--- src/rtl/io_timer_pkg.sv ---
// rtl/io_timer_pkg.sv - shared constants, responder state type and byte-lane merge for io_timer
package io_timer_pkg;

  localparam logic [4:0] TMR_CTRL     = 5'h00;
  localparam logic [4:0] TMR_PRESCALE = 5'h04;
  localparam logic [4:0] TMR_COUNT    = 5'h08;
  localparam logic [4:0] TMR_COMPARE  = 5'h0C;
  localparam logic [4:0] TMR_STATUS   = 5'h10;

  localparam int CTRL_EN          = 0;
  localparam int CTRL_IRQ_EN      = 1;
  localparam int CTRL_AUTO_RELOAD = 2;

  typedef enum logic [1:0] {
    IDLE    = 2'd0,
    RESP_RD = 2'd1,
    RESP_WR = 2'd2
  } io_rsp_state_t;

  function automatic logic [31:0] be_merge(input logic [31:0] old_val,
                                           input logic [31:0] new_val,
                                           input logic [3:0]  be);
    logic [31:0] r;
    for (int i = 0; i < 4; i++) begin
      r[8*i +: 8] = be[i] ? new_val[8*i +: 8] : old_val[8*i +: 8];
    end
    return r;
  endfunction

endpackage

--- src/rtl/io_tick_gen.sv ---
// rtl/io_tick_gen.sv - prescaler producing one tick every prescale+1 enabled cycles
module io_tick_gen
  import io_timer_pkg::*;
(
  input  logic        clk,
  input  logic        rst,
  input  logic        en,
  input  logic [15:0] prescale,
  input  logic        clr,
  output logic        tick
);

  logic [15:0] pcnt;

  assign tick = en && (pcnt == prescale);

  always_ff @(posedge clk) begin
    if (rst) begin
      pcnt <= '0;
    end else if (clr) begin
      pcnt <= '0;
    end else if (en) begin
      pcnt <= tick ? 16'd0 : pcnt + 16'd1;
    end
  end

endmodule

--- src/rtl/io_timer.sv ---
// rtl/io_timer.sv - memory-mapped timer responder on the data-side IO port
module io_timer
  import io_timer_pkg::*;
#(
  parameter int          XLEN      = 32,
  parameter logic [15:0] BASE_ADDR = 16'h0100
) (
  input  logic              clk,
  input  logic              rst,
  input  logic [15:0]       io_addr,
  input  logic              io_rd_req,
  input  logic              io_wr_req,
  input  logic [XLEN/8-1:0] io_be,
  input  logic [XLEN-1:0]   io_wr_data,
  output logic [XLEN-1:0]   io_rd_data,
  output logic              io_rd_ready,
  output logic              io_wr_ready,
  output logic              irq
);

  io_rsp_state_t state, state_nxt;

  logic [2:0]      ctrl;
  logic [15:0]     prescale;
  logic [31:0]     count;
  logic [31:0]     compare;
  logic            match;
  logic [XLEN-1:0] rd_q;

  logic        in_win;
  logic [4:0]  offset;
  logic [31:0] reg_val;
  logic [31:0] wr_val;
  logic        wr_commit, rd_capture;
  logic        wr_ctrl, wr_pre, wr_cnt, wr_cmp, wr_sts;
  logic        tick, cnt_hit;
  logic        rd_pulse, wr_pulse;
  logic        unused_addr_bits;

  assign unused_addr_bits = ^io_addr[1:0];

  assign in_win = (io_addr[15:5] == BASE_ADDR[15:5]);
  assign offset = {io_addr[4:2], 2'b00};

  always_comb begin
    reg_val = '0;
    if (in_win) begin
      case (offset)
        TMR_CTRL:     reg_val = {29'd0, ctrl};
        TMR_PRESCALE: reg_val = {16'd0, prescale};
        TMR_COUNT:    reg_val = count;
        TMR_COMPARE:  reg_val = compare;
        TMR_STATUS:   reg_val = {31'd0, match};
        default:      reg_val = '0;
      endcase
    end
  end

  // Lanes with io_be clear keep the register's current value.
  assign wr_val     = be_merge(reg_val, io_wr_data, io_be);
  assign wr_commit  = (state == IDLE) && io_wr_req;
  assign rd_capture = (state == IDLE) && !io_wr_req && io_rd_req;

  assign wr_ctrl = wr_commit && in_win && (offset == TMR_CTRL);
  assign wr_pre  = wr_commit && in_win && (offset == TMR_PRESCALE);
  assign wr_cnt  = wr_commit && in_win && (offset == TMR_COUNT);
  assign wr_cmp  = wr_commit && in_win && (offset == TMR_COMPARE);
  assign wr_sts  = wr_commit && in_win && (offset == TMR_STATUS);

  assign cnt_hit = (count == compare);

  io_tick_gen u_tick_gen (
    .clk      (clk),
    .rst      (rst),
    .en       (ctrl[CTRL_EN]),
    .prescale (prescale),
    .clr      (wr_pre),
    .tick     (tick)
  );

  always_ff @(posedge clk) begin
    if (rst) begin
      ctrl     <= '0;
      prescale <= '0;
      count    <= '0;
      compare  <= 32'hFFFF_FFFF;
      match    <= 1'b0;
      rd_q     <= '0;
    end else begin
      if (wr_ctrl) ctrl <= wr_val[2:0];
      if (wr_pre)  prescale <= wr_val[15:0];
      if (wr_cmp)  compare <= wr_val;
      // A software write to COUNT takes priority over the tick update.
      if (wr_cnt) begin
        count <= wr_val;
      end else if (tick) begin
        count <= (cnt_hit && ctrl[CTRL_AUTO_RELOAD]) ? 32'd0 : count + 32'd1;
      end
      if (tick && cnt_hit) begin
        match <= 1'b1;
      end else if (wr_sts && io_be[0] && io_wr_data[0]) begin
        match <= 1'b0;
      end
      if (rd_capture) rd_q <= reg_val;
    end
  end

  always_ff @(posedge clk) begin
    if (rst) state <= IDLE;
    else     state <= state_nxt;
  end

  always_comb begin
    state_nxt = state;
    rd_pulse  = 1'b0;
    wr_pulse  = 1'b0;
    case (state)
      IDLE: begin
        if (io_wr_req)      state_nxt = RESP_WR;
        else if (io_rd_req) state_nxt = RESP_RD;
      end
      RESP_RD: begin
        rd_pulse  = 1'b1;
        state_nxt = IDLE;
      end
      RESP_WR: begin
        wr_pulse  = 1'b1;
        state_nxt = IDLE;
      end
      default: state_nxt = IDLE;
    endcase
  end

  // Outputs are forced low while rst is high so a response in flight is dropped.
  assign io_rd_ready = rd_pulse && !rst;
  assign io_wr_ready = wr_pulse && !rst;
  assign io_rd_data  = io_rd_ready ? rd_q : '0;
  assign irq         = match && ctrl[CTRL_IRQ_EN] && !rst;

endmodule
--- config.mk ---
export PLATFORM = sky130hd
export DESIGN_NAME = io_timer
export DESIGN_NICKNAME = d
export VERILOG_FILES = /design/src/rtl/io_timer_pkg.sv /design/src/rtl/io_tick_gen.sv /design/src/rtl/io_timer.sv
export SDC_FILE = /design/constraint.sdc
export NUM_CORES = 1
export LEC_CHECK = 0
export CORE_ASPECT_RATIO = 2
export CORE_MARGIN = 3
export CORE_UTILIZATION = 50
export DETAILED_ROUTE_END_ITERATION = 10
export GPL_TIMING_DRIVEN = 0
export PLACE_DENSITY = 0.74
export SLEW_MARGIN = 20
export SYNTH_ARGS = -nofsm -noshare
export SYNTH_HDL_FRONTEND = slang
export SYNTH_SLANG_ARGS = --single-unit
--- constraint.sdc ---
create_clock -name clk -period 3.8 [get_ports clk]
set_input_delay 0.76 -clock clk [delete_from_list [all_inputs] [get_ports clk]]
set_output_delay 0.76 -clock clk [all_outputs]
set_load 0.02 [all_outputs]
Word level (Yosys, flattened, before mapping)
Index checks and enable logic that the tools add are counted.
{"block": "totals", "regBits": 134, "out_inout_bits": 35, "in_bits": 56}
{"block": "op_classes", "addsub": 2, "mux": 17, "n_reduce_logical": 28, "eq_ne": 9, "bitwise": 1}
{"operator": "$mux 32", "count": 5}
{"operator": "$pmux 32 s5", "count": 1}
{"operator": "$add 32x1->32 const B", "count": 1}
{"operator": "$eq 32x32->1", "count": 1}
{"operator": "$mux 8", "count": 4}
{"operator": "$logic_and 1x1->1", "count": 18}
{"operator": "$add 16x1->16 const B", "count": 1}
{"operator": "$eq 16x16->1", "count": 1}
{"operator": "$mux 16", "count": 1}
{"operator": "$eq 11x4->1 const B", "count": 1}
{"operator": "$eq 3x2->1 const B", "count": 2}
{"operator": "$reduce_bool 2->1", "count": 3}
{"operator": "$logic_not 5->1", "count": 1}
{"operator": "$mux 1", "count": 4}
{"operator": "$mux 2", "count": 2}
{"operator": "$reduce_or 2->1", "count": 2}
{"operator": "$eq 3x1->1 const B", "count": 1}
{"operator": "$eq 3x3->1 const B", "count": 1}
{"operator": "$reduce_or 3->1", "count": 1}
{"operator": "$eq 2x1->1 const B", "count": 1}
{"operator": "$eq 2x2->1 const B", "count": 1}
{"operator": "$logic_not 1->1", "count": 2}
{"operator": "$logic_not 2->1", "count": 1}
{"operator": "$not 1->1", "count": 1}

Longest topological paths before layout
Gate-level depths: netlist of the first run.
{"block": "logic_depth", "ltp_word": 8, "ltp_mapped": 10, "ltp_nobuf": 8}

Hierarchy
A second synthesis of the first run with hierarchy kept.
{"block": "hier_totals", "hier_cells": 915, "hier_area_um2": 7718.7}
{"module": "io_timer", "area_per_inst_um2": 6690.2, "cells_per_inst": 802, "n_inst": 1, "seq_area_each_um2": 2362.3}
{"module": "io_tick_gen", "area_per_inst_um2": 1028.5, "cells_per_inst": 113, "n_inst": 1, "seq_area_each_um2": 320.3}

Worst setup path before layout of the first run
OpenSTA, ideal clock, no wires.
{"block": "synth_path", "kind": "input-to-reg", "start": "in io_addr[11]", "end": "reg count[12]", "arrival_ps": 3011, "setup_ps": 132, "path_buffers": 2, "t_required_ps": 3668, "stages": 8, "path_slack_ps": 657, "cell_sequence": "or4_4 > or4_4 > buf_6 > or4_4 > and2_4 > buf_2 > o21ai_0 > a21oi_1"}
{"block": "synth_between", "elab_chain_len": 4, "word_cells_on_any_way": 7, "cone_classes": "eq/ne (1); mux (3); reduce/logical (3)"}
{"element": "from (decl)", "line": "io_timer.sv:10", "text": "input logic [15:0] io_addr,"}
{"element": "$eq 11x4->1 *", "line": "io_timer.sv:42", "text": "assign in_win = (io_addr[15:5] == BASE_ADDR[15:5]);"}
{"element": "$mux 32 or $logic_and 1x1->1 (tied branches)", "line": "io_timer.sv:47, io_timer.sv:66"}
{"element": "$mux 8 or $logic_and 1x1->1 (tied branches)", "line": "io_timer_pkg.sv:25, io_timer.sv:66"}
{"element": "$mux 32 or $reduce_bool 2->1 (tied branches)"}
{"element": "to (signal assigned)", "line": "io_timer.sv:95", "text": "count <= wr_val;"}
{"element": "to (signal assigned)", "line": "io_timer.sv:97", "text": "count <= (cnt_hit && ctrl[CTRL_AUTO_RELOAD]) ? 32'd0 : count + 32'd1;"}
{"element": "to (decl)", "line": "io_timer.sv:25", "text": "logic [31:0] count;"}
Every way passes the cells marked *; elsewhere a longest branch is shown, timed or not.
A chain may end at the register's enable or synchronous reset.

Final worst setup path of the first run
{"block": "layout_path", "start": "in rst", "end": "out io_wr_ready"}
{"block": "layout_between", "elab_chain_len": 2}
{"element": "from (decl)", "line": "io_timer.sv:9", "text": "input logic rst,"}
{"element": "$logic_not 1->1", "line": "io_timer.sv:136", "text": "assign io_wr_ready = wr_pulse && !rst;"}
{"element": "$logic_and 1x1->1", "line": "io_timer.sv:136"}
{"element": "to (decl)", "line": "io_timer.sv:17", "text": "output logic io_wr_ready,"}
No other way between the ends.

==> results.rst, run 1 <==
.. list-table::
   :header-rows: 1

   * - Metric
     - Value
   * - Run status
     - finished clean
   * - Standard-cell row count
     - 62
   * - Routed wl met2
     - 13750 um
   * - Clock latency on the worst-skew pair
     - 0.42 ns
   * - Std-Cell Core Area
     - 0.01451 mm^2
   * - Worst slew margin relative to its limit
     - 0.3973
   * - Hold violation count in the final report
     - 0
   * - Largest net degree at the start of global routing
     - 17
   * - Ys async rst share
     - 0
   * - Synthesis-to-layout area growth
     - 22.04%
   * - Flop and latch count out of synthesis
     - 134
   * - Final Slew Violations
     - 0
   * - Final net count
     - 1080
   * - Transition time at the pin with the least slew margin
     - 0.8966 ns
   * - R2R Path Start
     - count[3]
   * - Post-route clock period utilization
     - 0.9709
   * - Leakage dissipation
     - 3.052 nW
   * - Synthesized netlist net count
     - 979
   * - Number of design rule violations left after detail routing
     - 0
   * - Mapped Cells
     - 921
   * - Final estimated routing congestion in global placement
     - 1.026
   * - Worst setup path startpoint
     - rst
   * - End point of the critical path
     - io_wr_ready
   * - Critical Path Fanout Max
     - 10
   * - I/O Pins
     - 91
   * - Num Clock Sinks
     - 134
   * - Fillers
     - 1359
   * - Maxcap violations
     - 0
   * - Starting density of the core
     - 0.5135
   * - Number of cell instances on the worst register-to-register path
     - 9
   * - Worst-path clk slew
     - 0.06 ns
   * - Netlist area before placement
     - 0.007448 mm^2
   * - TritonCTS clock tree
     - done
   * - Drt via density
     - 6.118
   * - Max Clock Skew
     - 0.008986 ns
   * - Vias in the first global route
     - 7566
   * - Horiz. Die Dim
     - 92.31 um
   * - Number of H-tree levels
     - 4
   * - Full die area
     - 0.01649 mm^2
   * - Total power divided by cell area
     - 352.6 mW/mm^2
   * - M1 WL
     - 8849 um
   * - Ys Warns
     - 0
   * - Peak VDD IR
     - 270.7 uV
   * - Data required time at the worst endpoint
     - 3.04 ns
   * - Met3 WL post-DR
     - 1580 um
   * - 1st-pass router iterations
     - 8
   * - Total grt overflow
     - 0
   * - Antenna cells
     - 0
   * - Arrival time worst endpoint
     - 2.93 ns
   * - HPWL reported at the end of detailed placement
     - 20510 um
   * - DR iter-0 viols
     - 634
   * - Post-placement cell count
     - 1195
   * - Total setup violations reported at the end of the flow
     - 0
   * - Global-route wire length before repair
     - 41430 um
   * - Number of CTS-inserted buffers
     - 17
   * - Die H
     - 178.6 um
   * - Cts hold-fix bufs
     - 0
   * - Per-cell routed wire length
     - 22.07 um
   * - Class of the most critical setup path
     - in2out
   * - Total power of the final layout
     - 0.003205 W
   * - Share of synthesized area occupied by flip-flops and latches
     - 0.3602
   * - Unrepaired setup endpoints after global routing
     - false
   * - Area used by sequential logic in the layout
     - 0.002683 mm^2
   * - Bufs on Longest Clock Path
     - 2
   * - Cell at the root of the clock tree
     - clkbuf_16
   * - Most frequent cells in the layout
     - dfxtp_1 (134), nor2_1 (125), nand2_1 (86)
   * - GRT Util Overall
     - 0.3351
   * - Number of enable-type register cells in the synthesized netlist
     - 0
   * - Max layer used
     - met4
   * - Most common cell after layout, fill and taps aside
     - dfxtp_1
   * - Critical Path Start Type
     - input pin
   * - Antenna violation net count after detailed routing
     - 0
   * - Hold Crit Class
     - reg2reg
   * - Type of destination of the critical path
     - output pin
   * - Number of antenna violations at the first check in global routing
     - 0
   * - Via count
     - 7501
   * - Number of buffers added on ports
     - 82
   * - Fraction of final layout cells with drive strength greater than 1
     - 0.08994
   * - Final non-filler cell total
     - 1226
   * - Area used by multi-input combinational logic
     - 0.004477 mm^2
   * - Detailed-route wire length
     - 27060 um
   * - Distinct cells, synth
     - 60
   * - Final critical delay including setup and external delays
     - 3.690 ns
   * - Max Clk Rate
     - 0.2710 GHz
   * - Primary flip-flop cell chosen by synthesis mapping
     - dfxtp_1
   * - End of the worst register-to-register path
     - count[15]
   * - Setup slack of the most critical reg-to-reg path
     - 0.45 ns
   * - Mean instance size in the synthesized netlist
     - 8.087 um^2
cell type report:
class,instances,share of cell area
flip-flops and latches,134,0.2951
multi-input cells,711,0.4925
well taps,192,0.02643
clock buffers,19,0.04873
inverters,6,0.002478
plain buffers,70,0.03262
clock inverters,12,0.01184
repair buffers,82,0.09030
repair_timing:
item	in CTS	in global routing
gates resized for setup	2	3
endpoints found under the setup margin	30	39
buffers inserted	0	0
cell families (layout without fill, tap and decap cells):
| group | count (synthesis) | count (layout) | synth area share |
|---|---|---|---|
| buffers and inverters | 76 | 189 | 0.04250 |
| muxes | 33 | 33 | 0.05258 |
| and+or+nand+nor | 387 | 387 | 0.2626 |
| xor gates and xnor gates | 64 | 64 | 0.07526 |
| AOI/OAI and AO/OA | 225 | 225 | 0.2036 |
| adders and majority gates | 2 | 2 | 0.003359 |
| DFF | 134 | 134 | 0.3602 |
synthesized netlist by cell type, types with 5 or more instances:
library cell,count,area share
a211oi_1,6,0.0060
and2_1,36,0.030
a21oi_1,58,0.039
nand3_1,20,0.013
nor4_1,13,0.011
nor3b_1,6,0.0060
a211o_1,33,0.039
dfxtp_1,134,0.36
mux2_2,29,0.044
and3_1,7,0.0059
xnor2_1,16,0.019
nand3b_1,6,0.0060
a22o_1,13,0.015
a22oi_1,45,0.045
nor2_1,126,0.063
nor3_1,23,0.015
nor2b_1,19,0.016
xor2_1,48,0.056
nand2_1,86,0.043
a221oi_1,7,0.0082
o21ai_0,30,0.020
buf_2,6,0.0040
a2bb2oi_1,5,0.0059
clkbuf_1,58,0.029
o21ai_1,7,0.0047
a31oi_1,11,0.0092
inv_1,6,0.0030
nand2b_1,5,0.0042
nand4_1,12,0.010
critical path, stage by stage:
cell and delay [ns]:
clkbuf_1 0.34, clkbuf_1 0.49, clkbuf_1 0.65, nor3b_1 0.11, clkdlybuf4s50_1 0.57
power by group:
part | internal [W] | switching (W)
Sequential | 0.00141 | 0.00000381
Combinational | 0.0000970 | 0.000136
Clock | 0.000911 | 0.000650
how the worst min path moves through the flow:
stage,end,from,cells after the start
6_report,rd_q[12],rd_q[12],2
5_1_grt,prescale[8],prescale[8],2
3_3_place_gp,rd_q[2],rd_q[2],2
3_5_place_dp,rd_q[12],rd_q[12],2
2_1_floorplan,rd_q[11],rd_q[11],2
4_1_cts,rd_q[12],rd_q[12],2
per-stage QoR:
step	setup slack (ns)	utilization	area [um^2]	TNS [ns]	hold WS, ns
3_5_place_dp	-0.7192	0.5874	8521	-31.71	0.4704
3_3_place_gp	-0.7053	0.5866	8509	-36.69	0.4623
4_1_cts	0.02645	0.6260	9081	0	0.4837
2_1_floorplan	0.6565	-	7448	0	0.4461
6_report	0.1104	0.6266	9090	0	0.4793
5_1_grt	0.0004521	0.6266	9090	0	0.4993
sequential cells by signal, summed over array words and instances (netlist names):
register / flops
rd_q: 32
prescale: 16
ctrl: 3
count: 32
match: 1
state: 2
compare: 32
u_tick_gen.pcnt: 16
per-layer routing:
metal  GRT usage  vias to the layer above
li1            -                     3479
met1      0.3214                     3544
met2      0.5832                      332
met3     0.06458                      146
met4      0.3220                        0
met5           0                        -
Note: power is estimated with default switching activity, not from simulation.
==> run 2, diff against run 1 <==
--- a/config.mk
+++ b/config.mk
@@ -11,6 +11,7 @@
 export DETAILED_ROUTE_END_ITERATION = 10
 export GPL_TIMING_DRIVEN = 0
 export PLACE_DENSITY = 0.74
+export REMOVE_ABC_BUFFERS = 1
 export SLEW_MARGIN = 20
 export SYNTH_ARGS = -nofsm -noshare
 export SYNTH_HDL_FRONTEND = slang
==> run 2 against run 1 <==
  * Power is 1.2% higher
  * Non-clock buffer count decreased by 45
  * Global-route usage down 5.9 points
  * Worst setup slack better by 0.13 ns
  * Clock skew grew 0.0023 ns
  * Sequential power barely moved
  * Sequential share of layout area is essentially flat
  * Via count shrank 5.5%
  * Die area stayed put
  * Worst hold slack worse by 0.00061 ns
  * Register-to-register slack hardly changed
  * Largest power group unchanged
  * Highest routed layer unchanged
==> results.rst, run 2 (synthesis results as in run 1) <==
.. list-table::
   :header-rows: 1

   * - Metric
     - Value
   * - Fillers
     - 1347
   * - Area used by multi-input combinational logic
     - 0.004486 mm^2
   * - Slowest library cell on the worst path
     - or4_4
   * - Unrepaired setup endpoints after global routing
     - false
   * - Class of the most critical setup path
     - in2reg
   * - Die H
     - 178.6 um
   * - DR iter-0 viols
     - 461
   * - I/O Pins
     - 91
   * - Largest net degree at the start of global routing
     - 76
   * - Transition time at the pin with the least slew margin
     - 1.095 ns
   * - Cts hold-fix bufs
     - 0
   * - Max Clock Skew
     - 0.01128 ns
   * - Starting density of the core
     - 0.5135
   * - Per-cell routed wire length
     - 18.75 um
   * - Number of gates on the worst path with buffers counted
     - 10
   * - Hold violation count in the final report
     - 0
   * - Area used by sequential logic in the layout
     - 0.002683 mm^2
   * - Type of destination of the critical path
     - register
   * - Cell at the root of the clock tree
     - clkbuf_16
   * - 1st-pass router iterations
     - 5
   * - Final Slew Violations
     - 0
   * - Worst hold path cell count
     - 2
   * - HPWL reported at the end of detailed placement
     - 16080 um
   * - Number of buffers and inverters on the critical path
     - 4
   * - Critical Path Fanout Max
     - 11
   * - Total grt overflow
     - 0
   * - Standard-cell row count
     - 62
   * - Maxcap violations
     - 0
   * - Leakage dissipation
     - 3.097 nW
   * - Final estimated routing congestion in global placement
     - 0.9032
   * - Number of H-tree levels
     - 4
   * - Bufs on Longest Clock Path
     - 2
   * - Full die area
     - 0.01649 mm^2
   * - Global-route wire length before repair
     - 35910 um
   * - Placed inst area
     - 0.008521 mm^2
   * - Cell Chain, Critical Path
     - clkdlybuf4s50_1 > or4_4 > or4_4 > nor4_4 > buf_6 > buf_6 > nor3b_2 > buf_4 > a22oi_1 > a21oi_1
   * - Data required time at the worst endpoint
     - 4.09 ns
   * - Drt via density
     - 5.997
   * - Run status
     - finished clean
   * - Setup slack of the most critical reg-to-reg path
     - 0.46 ns
   * - Hold Crit Class
     - reg2reg
   * - Setup ws final
     - 0.2434 ns
   * - Post-place setup slack
     - -0.6784 ns
   * - Most frequent cells in the layout
     - dfxtp_1 (134), nor2_1 (125), nand2_1 (86)
   * - Final instance area
     - 0.009102 mm^2
   * - Met3 WL post-DR
     - 797 um
   * - Setup TNS
     - 0 ns
   * - GRT Util Overall
     - 0.2761
   * - Antenna violation net count after detailed routing
     - 0
   * - Post-placement cell count
     - 1150
   * - Max layer used
     - met4
   * - Synthesis-to-layout area growth
     - 22.21%
   * - Final critical delay including setup and external delays
     - 3.557 ns
   * - M1 WL
     - 7995 um
   * - Worst-path clk slew
     - 0.06 ns
   * - Number of antenna violations at the first check in global routing
     - 0
   * - Detailed-route wire length
     - 22160 um
   * - Arrival time worst endpoint
     - 3.85 ns
   * - Clock latency on the worst-skew pair
     - 0.42 ns
   * - Final net count
     - 1035
   * - Post-route clock period utilization
     - 0.9359
   * - Fraction of final layout cells with drive strength greater than 1
     - 0.1061
   * - Category of cells accounting for the largest share of critical-path delay
     - simple AND/OR/NAND/NOR gates
   * - Total power of the final layout
     - 0.003242 W
   * - Horiz. Die Dim
     - 92.31 um
   * - Number of cell instances on the worst register-to-register path
     - 8
   * - Worst slew margin relative to its limit
     - 0.2686
   * - Routed wl met2
     - 11890 um
   * - Antenna cells
     - 0
   * - Largest registers
     - compare x32, count x32, rd_q x32
   * - TritonCTS clock tree
     - done
   * - Max Clk Rate
     - 0.2812 GHz
   * - Maximum cell stage delay along the critical path
     - 0.58 ns
   * - Number of buffers added on ports
     - 88
   * - Critical Path Start Type
     - input pin
   * - Total setup violations reported at the end of the flow
     - 0
   * - Num Clock Sinks
     - 134
   * - Most common cell after layout, fill and taps aside
     - dfxtp_1
   * - Peak VDD IR
     - 319.4 uV
   * - Std-Cell Core Area
     - 0.01451 mm^2
   * - Total power divided by cell area
     - 356.2 mW/mm^2
   * - Number of CTS-inserted buffers
     - 17
   * - Final non-filler cell total
     - 1182
   * - Number of design rule violations left after detail routing
     - 0
   * - Via count
     - 7089
   * - Vias in the first global route
     - 7110
[run 2: changes by cell type in the layout (fill, tap and decap cells not counted), moves of 2 or more]
cell,previous run,this run
clkbuf_1,58,2
buf_4,0,7
buf_6,3,10
buf_2,6,1
clkbuf_2,3,0
clkdlybuf4s50_1,82,85
clkinv_4,4,2
[run 2: worst min-delay path, cell delays in order (launching register included)]
cell and delay (ns):
dfxtp_1 0.32, a21oi_1 0.06, nor2_1 0.07
[run 2: metal layers]
metal / vias up / GRT usage
li1: 3385 / -
met1: 3394 / 0.2941
met2: 216 / 0.4956
met3: 94 / 0.03799
met4: 0 / 0.1880
met5: - / 0
[run 2: area by class of cell]
cell class              instances  area share
clock buffers                  20     0.04907
flip-flops and latches        134      0.2947
multi-input cells             711      0.4928
well taps                     192     0.02639
repair buffers                107      0.1204
clock inverters                12     0.01416
inverters                       6    0.002474
[run 2: path summary, 6_finish.rpt]
path,from,endpoint
setup / recovery,io_addr[11],count[7]
hold / removal,rd_q[1],rd_q[1]
setup reg to reg,prescale[10],count[22]
hold reg to reg,rd_q[1],rd_q[1]
[run 2: stage by stage]
| stage | util | hold WS [ns] |
|---|---|---|
| final | 0.6275 | 0.4787 |
| after global routing | 0.6275 | 0.5043 |
| after CTS | 0.6272 | 0.4842 |
| after detailed placement | 0.5874 | 0.4727 |
| after global placement | 0.5705 | 0.4553 |
| after floorplan | - | 0.4461 |
[run 2: what timing repair did]
action | in CTS | in global routing
endpoints found under the setup margin | 14 | 16
setup buffers | 0 | 0
gates resized for setup | 1 | 2
[run 2: power by group]
| part | switching (W) | total, W | internal [W] | leakage (nW) |
|---|---|---|---|---|
| Clock | 0.000635 | 0.00162 | 0.000981 | 0.276 |
| Combinational | 0.000113 | 0.000216 | 0.000103 | 1.74 |
| Sequential | 0.00000298 | 0.00141 | 0.00141 | 1.08 |
| Total | 0.000751 | 0.00324 | 0.00249 | 3.10 |
